===== config.mk =====
export PLATFORM = sky130hd
export DESIGN_NAME = data_frame_parser
export DESIGN_NICKNAME = d
export VERILOG_FILES = /design/src/rtl/data_frame_parser.sv
export SDC_FILE = /design/constraint.sdc
export NUM_CORES = 1
export LEC_CHECK = 0
export BUFFER_PORTS_ARGS = -buffer_cell sky130_fd_sc_hd__clkbuf_2
export CAP_MARGIN = 20
export CORE_ASPECT_RATIO = 0.9
export CORE_UTILIZATION = 45
export CTS_CLUSTER_DIAMETER = 120
export DETAILED_ROUTE_END_ITERATION = 6
export PLACE_DENSITY = 0.85
export SKIP_CTS_REPAIR_TIMING = 1
export SLEW_MARGIN = 20
export SYNTH_ARGS = -nofsm -noshare
export SYNTH_HDL_FRONTEND = slang
export SYNTH_SLANG_ARGS = --single-unit

===== constraint.sdc =====
create_clock -name CLK -period 2.2 [get_ports CLK]
set_clock_uncertainty 0.2 [all_clocks]
set_input_delay 0.11 -clock CLK [delete_from_list [all_inputs] [get_ports CLK]]
set_output_delay 0.11 -clock CLK [all_outputs]
set_load 0.03 [all_outputs]

===== src/rtl/data_frame_parser.sv =====
`default_nettype none
// ============================================================================
// Module      : data_frame_parser
// Description : Receive-side parser for the channel data-frame stream.
//               Hunts for a header word (DIN[63:48] == 16'hAAAA), forwards
//               FRAME_LEN payload words, then takes the next word as the
//               footer (DIN[15:0] == 16'h5555). On each footer, oversize
//               header or truncated frame it pulses INFO_VALID with the
//               decoded frame info and the error flags. No backpressure.
// Ports       : CLK, RESET (sync, active high)
//               iVALID / DIN        - input stream word and qualifier
//               oREADY              - 1 whenever not in reset
//               DATA_VALID/DATA_OUT - payload word, 1 cycle after DIN
//               INFO_VALID          - one pulse per completed/aborted frame
//               CH_ID, TIME_STAMP, BASELINE, THRESHOLD, FRAME_LEN - frame info
//               FRAME_ERR           - [0] bad footer ID, [1] length > MAX,
//                                     [2] truncated, [3] channel mismatch
//               GOOD_FRAME_CNT      - error-free frame count (wraps)
//               SYNC_LOST           - sticky, words dropped while hunting
// Options     : FRAME_PARSER_CH_CHECK_EN - when defined, a header whose
//               channel differs from CHANNEL_ID flags FRAME_ERR[3] at the
//               footer; when undefined FRAME_ERR[3] is always 0.
// Revision    : 1.0 - initial release
// ============================================================================
module data_frame_parser #(
    parameter int MAX_FRAME_LENGTH = 200,
    parameter int CHANNEL_ID       = 0,
    parameter int DIN_WIDTH        = 64,
    parameter int LEN_WIDTH        = 12
) (
    input  logic                 CLK,
    input  logic                 RESET,
    input  logic                 iVALID,
    input  logic [DIN_WIDTH-1:0] DIN,
    output logic                 oREADY,
    output logic                 DATA_VALID,
    output logic [DIN_WIDTH-1:0] DATA_OUT,
    output logic                 INFO_VALID,
    output logic [3:0]           CH_ID,
    output logic [47:0]          TIME_STAMP,
    output logic [15:0]          BASELINE,
    output logic [15:0]          THRESHOLD,
    output logic [LEN_WIDTH-1:0] FRAME_LEN,
    output logic [3:0]           FRAME_ERR,
    output logic [31:0]          GOOD_FRAME_CNT,
    output logic                 SYNC_LOST
);

    // ------------------------------------------------------------------
    // Constants
    // ------------------------------------------------------------------
    localparam logic [1:0] C_ST_HUNT = 2'd0;
    localparam logic [1:0] C_ST_DATA = 2'd1;
    localparam logic [1:0] C_ST_FOOT = 2'd2;

    localparam logic [15:0]          C_HEADER_ID = 16'hAAAA;
    localparam logic [15:0]          C_FOOTER_ID = 16'h5555;
    localparam logic [LEN_WIDTH-1:0] C_MAX_LEN   = MAX_FRAME_LENGTH[LEN_WIDTH-1:0];
    localparam logic [LEN_WIDTH-1:0] C_LEN_ONE   = {{(LEN_WIDTH-1){1'b0}}, 1'b1};
    localparam logic [3:0]           C_EXP_CH    = CHANNEL_ID[3:0];

`ifdef FRAME_PARSER_CH_CHECK_EN
    localparam logic C_CH_CHECK = 1'b1;
`else
    localparam logic C_CH_CHECK = 1'b0;
`endif

    localparam logic [3:0] C_ERR_LEN   = 4'b0010;
    localparam logic [3:0] C_ERR_TRUNC = 4'b0100;

    // ------------------------------------------------------------------
    // Registers and next-state values
    // ------------------------------------------------------------------
    logic [1:0]           state_q,      state_d;
    logic [LEN_WIDTH-1:0] cnt_q,        cnt_d;
    logic                 ch_err_q,     ch_err_d;
    logic                 oready_q,     oready_d;
    logic                 data_valid_q, data_valid_d;
    logic [DIN_WIDTH-1:0] data_out_q,   data_out_d;
    logic                 info_valid_q, info_valid_d;
    logic [3:0]           ch_id_q,      ch_id_d;
    logic [47:0]          ts_q,         ts_d;
    logic [15:0]          baseline_q,   baseline_d;
    logic [15:0]          threshold_q,  threshold_d;
    logic [LEN_WIDTH-1:0] frame_len_q,  frame_len_d;
    logic [3:0]           frame_err_q,  frame_err_d;
    logic [31:0]          good_cnt_q,   good_cnt_d;
    logic                 sync_lost_q,  sync_lost_d;

    // ------------------------------------------------------------------
    // Input word decode
    // ------------------------------------------------------------------
    logic                 w_is_header;
    logic                 w_bad_footer;
    logic [LEN_WIDTH-1:0] w_len;
    logic                 w_len_too_long;
    logic                 w_len_zero;
    logic                 w_ch_mismatch;

    assign w_is_header    = (DIN[63:48] == C_HEADER_ID);
    assign w_bad_footer   = (DIN[15:0] != C_FOOTER_ID);
    assign w_len          = DIN[LEN_WIDTH-1:0];
    assign w_len_too_long = (w_len > C_MAX_LEN);
    assign w_len_zero     = (w_len == '0);
    // Constant-folds to 0 when the channel check is compiled out.
    assign w_ch_mismatch  = C_CH_CHECK & (DIN[47:44] != C_EXP_CH);

    // ------------------------------------------------------------------
    // FSM: state register
    // ------------------------------------------------------------------
    always_ff @(posedge CLK) begin
        if (RESET) begin
            state_q <= C_ST_HUNT;
        end else begin
            state_q <= state_d;
        end
    end

    // ------------------------------------------------------------------
    // FSM: next-state logic
    // ------------------------------------------------------------------
    always_comb begin
        state_d = state_q;
        case (state_q)
            C_ST_HUNT: begin
                if (iVALID && w_is_header && !w_len_too_long) begin
                    state_d = w_len_zero ? C_ST_FOOT : C_ST_DATA;
                end
            end
            C_ST_DATA: begin
                if (!iVALID) begin
                    state_d = C_ST_HUNT;
                end else if (cnt_q == C_LEN_ONE) begin
                    state_d = C_ST_FOOT;
                end
            end
            // Footer or abort: either way the next cycle hunts again,
            // which lets a header follow a footer with no gap.
            C_ST_FOOT: state_d = C_ST_HUNT;
            default:   state_d = C_ST_HUNT;
        endcase
    end

    // ------------------------------------------------------------------
    // FSM: output / datapath next-value logic
    // ------------------------------------------------------------------
    always_comb begin
        cnt_d        = cnt_q;
        ch_err_d     = ch_err_q;
        oready_d     = 1'b1;
        data_valid_d = 1'b0;
        data_out_d   = data_out_q;
        info_valid_d = 1'b0;
        ch_id_d      = ch_id_q;
        ts_d         = ts_q;
        baseline_d   = baseline_q;
        threshold_d  = threshold_q;
        frame_len_d  = frame_len_q;
        frame_err_d  = 4'b0000;
        good_cnt_d   = good_cnt_q;
        sync_lost_d  = sync_lost_q;

        case (state_q)
            C_ST_HUNT: begin
                if (iVALID) begin
                    if (w_is_header) begin
                        ch_id_d      = DIN[47:44];
                        ts_d[31:0]   = DIN[43:12];
                        frame_len_d  = w_len;
                        ch_err_d     = w_ch_mismatch;
                        cnt_d        = w_len;
                        if (w_len_too_long) begin
                            info_valid_d = 1'b1;
                            frame_err_d  = C_ERR_LEN;
                        end
                    end else begin
                        sync_lost_d = 1'b1;
                    end
                end
            end
            C_ST_DATA: begin
                if (iVALID) begin
                    // Positional: header/footer look-alikes are payload here.
                    data_valid_d = 1'b1;
                    data_out_d   = DIN;
                    cnt_d        = cnt_q - C_LEN_ONE;
                end else begin
                    info_valid_d = 1'b1;
                    frame_err_d  = C_ERR_TRUNC;
                end
            end
            C_ST_FOOT: begin
                info_valid_d = 1'b1;
                if (iVALID) begin
                    baseline_d  = DIN[63:48];
                    threshold_d = DIN[47:32];
                    ts_d[47:32] = DIN[31:16];
                    frame_err_d = {ch_err_q, 2'b00, w_bad_footer};
                end else begin
                    frame_err_d = C_ERR_TRUNC;
                end
            end
            default: begin
                info_valid_d = 1'b0;
            end
        endcase

        // Counted on the next values so the count already includes the
        // frame in the cycle its INFO_VALID pulse is visible.
        if (info_valid_d && (frame_err_d == 4'b0000)) begin
            good_cnt_d = good_cnt_q + 32'd1;
        end
    end

    // ------------------------------------------------------------------
    // Datapath / output registers
    // ------------------------------------------------------------------
    always_ff @(posedge CLK) begin
        if (RESET) begin
            cnt_q        <= '0;
            ch_err_q     <= 1'b0;
            oready_q     <= 1'b0;
            data_valid_q <= 1'b0;
            data_out_q   <= '0;
            info_valid_q <= 1'b0;
            ch_id_q      <= '0;
            ts_q         <= '0;
            baseline_q   <= '0;
            threshold_q  <= '0;
            frame_len_q  <= '0;
            frame_err_q  <= '0;
            good_cnt_q   <= '0;
            sync_lost_q  <= 1'b0;
        end else begin
            cnt_q        <= cnt_d;
            ch_err_q     <= ch_err_d;
            oready_q     <= oready_d;
            data_valid_q <= data_valid_d;
            data_out_q   <= data_out_d;
            info_valid_q <= info_valid_d;
            ch_id_q      <= ch_id_d;
            ts_q         <= ts_d;
            baseline_q   <= baseline_d;
            threshold_q  <= threshold_d;
            frame_len_q  <= frame_len_d;
            frame_err_q  <= frame_err_d;
            good_cnt_q   <= good_cnt_d;
            sync_lost_q  <= sync_lost_d;
        end
    end

    assign oREADY         = oready_q;
    assign DATA_VALID     = data_valid_q;
    assign DATA_OUT       = data_out_q;
    assign INFO_VALID     = info_valid_q;
    assign CH_ID          = ch_id_q;
    assign TIME_STAMP     = ts_q;
    assign BASELINE       = baseline_q;
    assign THRESHOLD      = threshold_q;
    assign FRAME_LEN      = frame_len_q;
    assign FRAME_ERR      = frame_err_q;
    assign GOOD_FRAME_CNT = good_cnt_q;
    assign SYNC_LOST      = sync_lost_q;

endmodule
`default_nettype wire


**After elaboration in Yosys (flattened, before gate mapping)**

Index checks and enable logic that the tools add are counted.

- Memories: 0
- RAM bits: 0
- Output and inout port bits: 200
- Latch bits: 0
- Register bits after elaboration: 214
- Input bits: 67
- Logic and storage cells: 67
- Memory bits (read-only): 0

- Mux-type cells: 22
- Shifts and indexed selects: 0
- Reductions and logical operators: 15
- Add/subtract/negate cells: 2
- Div/mod/pow operators: 0
- Multipliers: 0
- Equality and inequality tests: 10
- Bitwise gates (word level): 2
- Order comparisons: 1

Operator list:

| operator | number |
|---|---|
| 2-to-1 mux 12 bit | 3 |
| adder 32 x 1 -> 32 bit, second input constant | 1 |
| case mux 12 bit (2 select lines) | 1 |
| equality test 16 bit, second input constant | 1 |
| != test 16 x 15 -> 1 bit, second input constant | 1 |
| 2-to-1 mux 2 bit | 7 |
| equality test 12 x 1 -> 1 bit, second input constant | 1 |
| > comparator 12 x 8 -> 1 bit, second input constant | 1 |
| logical NOT 12 bit | 1 |
| subtractor 12 x 1 -> 12 bit, second input constant | 1 |
| case mux 3 bit (3 select lines) | 1 |
| != test 2 bit, second input constant | 4 |
| 2-to-1 mux 1 bit | 6 |
| 2-to-1 mux 3 bit | 2 |
| AND reduction 2 bit | 3 |
| AND reduction 3 bit | 2 |
| logical NOT 4 bit | 1 |
| case mux 2 bit (2 select lines) | 1 |
| AND reduction 4 bit | 1 |
| logical AND 1 bit | 3 |
| != test 3 bit, second input constant | 1 |
| case mux 1 bit (3 select lines) | 1 |
| equality test 2 x 1 -> 1 bit, second input constant | 1 |
| equality test 2 bit, second input constant | 1 |
| other kinds (5) | 6 |

**Longest topological paths before layout**

- Word-level depth: 7
- Depth in mapped cells: 8

**Worst setup path after synthesis**

OpenSTA, ideal clock, no wires.

- Kind: flip-flop to flip-flop
- Start: register good_cnt_q[3], in the netlist GOOD_FRAME_CNT[3]
- End: register good_cnt_q[30], in the netlist GOOD_FRAME_CNT[30]
- Stages on the path, launching flop included: 7
- Arrival: 2150 ps
- Setup slack: -221 ps
- Path buffers: 1
- Data required time: 1930 ps
- Cells stage by stage: dfxtp_1 -> nand4_1 -> nor3_2 -> nand2_1 -> buf_4 -> or4_1 -> a21oi_1

- Word-level cells in the longest chain between the ends: 1

RTL lines:

| what | RTL line | text |
|---|---|---|
| start: declaration | 87 | `logic [31:0] good_cnt_q, good_cnt_d;` |
| start signal: assignment | 247 | `good_cnt_q <= good_cnt_d;` |
| adder 32 x 1 -> 32 bit | 211 | `good_cnt_d = good_cnt_q + 32'd1;` |

No other way between the ends.
A chain may end at the register's enable or synchronous reset.

**Worst setup path after layout**

- Start: input DIN[62]
- End: register ts_q[24], in the netlist TIME_STAMP[24]

- Word-level cells in the longest chain between the ends: 2

RTL lines:

| what | RTL line | text |
|---|---|---|
| start: declaration | 34 | `input logic [DIN_WIDTH-1:0] DIN,` |
| equality test 16 bit | 100 | `assign w_is_header = (DIN[63:48] == C_HEADER_ID);` |
| AND reduction 3 bit (no source line) | n/a |  |
| end signal: assignment | 242 | `ts_q <= ts_d;` |
| end: declaration | 82 | `logic [47:0] ts_q, ts_d;` |

No other way between the ends.

==> results.json <==
{
  "max_stage_delay_ns": 0.54,
  "ys_ff_latch": 213,
  "fmax_mhz": 438.9,
  "synth_cell_types": 52,
  "tightest_slew_ns": 0.5861,
  "finalSetupViolCount": 43,
  "final_util": 0.6595,
  "final_area_um2": 11770,
  "synth.net_count": 1125,
  "cp-end-kind": "register",
  "drive_gt1_frac": 0.2852,
  "cts_tree": "built",
  "grt_pass1_vias": 7645,
  "power_frac_clock": 0.486,
  "switchingPower_mw": 1.777,
  "fin_nets": 1474,
  "cts_htree_levels": 1,
  "numCtsBuffers": 22,
  "die_h_um": 131.0,
  "ys_top_cells_by_area": "dfxtp_1, nand2_1, a21oi_1, clkbuf_1, nor2_1",
  "violations": "DRC, setup timing",
  "clk_pin_slew_ns": 0.06,
  "hp-class": "primary input to register",
  "ant_nets": 0,
  "multi_input_area_um2": 3759,
  "combPwrFrac": 0.049,
  "cts_sinks": 213,
  "finalMaxSlewViolations": 0,
  "worst-endpoint-required_ns": 2.42,
  "first_iter_violations": 605,
  "place_area_um2": 10230,
  "grt_pass1_wl_um": 38610,
  "p_leak_nw": 4.711,
  "via_per_inst": 5.395,
  "wire_per_inst_um": 16.24,
  "synthArstFlopShare": 0,
  "switching_share": 0.2145,
  "num_antenna_cells": 0,
  "start_util": 0.4664,
  "finalWeightedCongestion": 0.8684,
  "internal_power_mw": 6.508,
  "wirelength_um": 26970,
  "area_growth_pct": 41.41,
  "hold_viol": 0,
  "dr.pass1.iters": 7,
  "yosys_warnings": 0,
  "avgSynthCellArea_um2": 7.888,
  "relSlewSlack": 0.6093,
  "dpl.hpwl_um": 17430,
  "die_area_um2": 19040,
  "netlist_area_um2": 8322,
  "root_buffer": "clkbuf_16",
  "rows": 46,
  "vias": 8956,
  "fillerInstances": 1371,
  "regArea_um2": 4287,
  "seq_power_share": 0.465,
  "core_um2": 17840,
  "grt_antenna_before_repair": 0,
  "cp_cell_sequence": "dlygate4sd3_1 -> clkbuf_2 -> nor4bb_1 -> and4_1 -> and3_2 -> buf_4 -> nand2_1 -> a21oi_1",
  "drc": 2,
  "maxCapViolCount": 0,
  "grt_max_degree": 87,
  "critPathArrivalTime_ns": 2.49,
  "timing.final.crit_share": 1.036,
  "post-route-min-period_ns": 2.279,
  "io_pins": 267,
  "grt_overflow": 0,
  "crit_path_top_delay_cell": "dlygate4sd3_1",
  "seq_area_frac_synth": 0.5124,
  "synth_edf_count": 0,
  "timing_worst_setup_path_type": "primary input to register",
  "syn_inst": 1055,
  "die_x_um": 145.3,
  "p_per_area_nw_per_um2": 704.1,
  "clk_latency_ns": 0.50,
  "grtUsageTotal": 0.2494,
  "synth_top_area_cell": "dfxtp_1",
  "outcome": "finished with violations",
  "ir_drop_mv": 0.5842,
  "cts_max_path_buffers": 3,
  "crit_path_start_kind": "primary input",
  "synth_top_area_share": 0.5124,
  "fin_ws_ns": -0.07865,
  "cp_max_fo": 14,
  "portBuffers": 265,
  "synth_ff_type": "dfxtp_1",
  "rsz0062_at_grt": "true"
}
[power groups by stage]
stage / clock (mW) / sequential (mW) / combinational (mW)
finish: 4.02 / 3.86 / 0.406
floorplan: 0 / 3.95 / 0.117
global route: 4.24 / 3.85 / 0.431
CTS: 4.10 / 3.86 / 0.297
global placement: 0 / 3.94 / 0.293
detailed placement: 0 / 3.94 / 0.295
[cell families (layout without fill, tap and decap cells)]
kind of cell / after synthesis / count (layout) / share of synthesized area
simple gates: 494 / 494 / 0.2645
compound gates: 246 / 246 / 0.1588
flops: 213 / 213 / 0.5124
buf+inv: 84 / 449 / 0.04390
xor+xnor: 11 / 11 / 0.01158
fa+ha+maj: 3 / 3 / 0.004511
mux: 3 / 3 / 0.003909
other cells: 1 / 1 / 0.0004506
[cell usage in the layout (no fill, tap or decap), types with 4 or more instances in the layout]
cell,instances
o31ai_1,10
dfxtp_4,5
nand4_1,12
xor2_1,9
clkbuf_16,24
nor3_1,12
o21ai_0,20
nand3_1,20
nand2b_1,4
buf_4,60
nand2_1,347
clkbuf_2,264
nor2_1,34
inv_1,10
or4_1,8
clkinvlp_4,4
or3_1,12
dfxtp_1,205
a21oi_1,192
o41ai_1,4
clkinv_2,4
buf_12,6
clkbuf_8,4
nand3b_1,4
nor4bb_1,5
dlygate4sd3_1,66
[final timing paths]
path                          start                  to  slack (ns)  cells after the start
setup / recovery            DIN[62]      TIME_STAMP[24]       -0.08                      8
setup reg to reg  GOOD_FRAME_CNT[0]  GOOD_FRAME_CNT[26]        0.03                      6
hold reg to reg      TIME_STAMP[20]      TIME_STAMP[20]        0.25                      2
hold / removal               DIN[2]  GOOD_FRAME_CNT[28]       0.008                      6
[metrics by stage]
stage	std cells	setup TNS [ns]	power [mW]	setup WS, ns	hold WS, ns
floorplan	1055	0	4.064	0.003315	0.04605
global placement	1551	-1.385	4.235	-0.2357	0.1628
detailed placement	1551	-1.950	4.237	-0.3084	0.1664
CTS	1591	-0.02902	8.252	-0.01598	-0.3640
global route	1660	-1.843	8.524	-0.09901	0.02318
finish	1660	-1.503	8.285	-0.07865	0.007551
[per-layer routing]
layer,track usage,wire [um],up-vias
met5,0,0,-
met4,0.09474,858,0
met3,0.05000,2305,79
met2,0.4214,12800,485
met1,0.3179,11000,4136
li1,-,-,4256
[Yosys cell counts, drive strengths merged, types with 11 or more instances]
| cell type | number |
|---|---|
| o21ai | 21 |
| or4 | 11 |
| nand3 | 21 |
| nand2 | 349 |
| buf | 12 |
| dfxtp | 213 |
| nor3 | 13 |
| nand4 | 13 |
| or3 | 14 |
| a21oi | 194 |
| nor2 | 35 |
| clkbuf | 62 |
[flip-flops by register name, summed over array words and instances, names as in the netlist]
name and count:
BASELINE 16, INFO_VALID 1, DATA_OUT 64, TIME_STAMP 48, state_q 2, cnt_q 12
FRAME_ERR 3, FRAME_LEN 12, GOOD_FRAME_CNT 32, oREADY 1, SYNC_LOST 1, CH_ID 4
DATA_VALID 1, THRESHOLD 16
[area by class of cell]
type,count,area share
sequential,213,0.3643
clock inverter,12,0.01265
multi-input combinational,758,0.3194
timing repair buffer,399,0.2192
clock buffer,28,0.05572
tap,240,0.02552
inverter,10,0.003190
[worst max-delay path: cells and delay by family]
family	cells	cell delay, ns
AOI/OAI and AO/OA	1	0.15
and+or+nand+nor	4	1.30
buffers and inverters	3	0.92
Power figures use the tool's default switching activity.
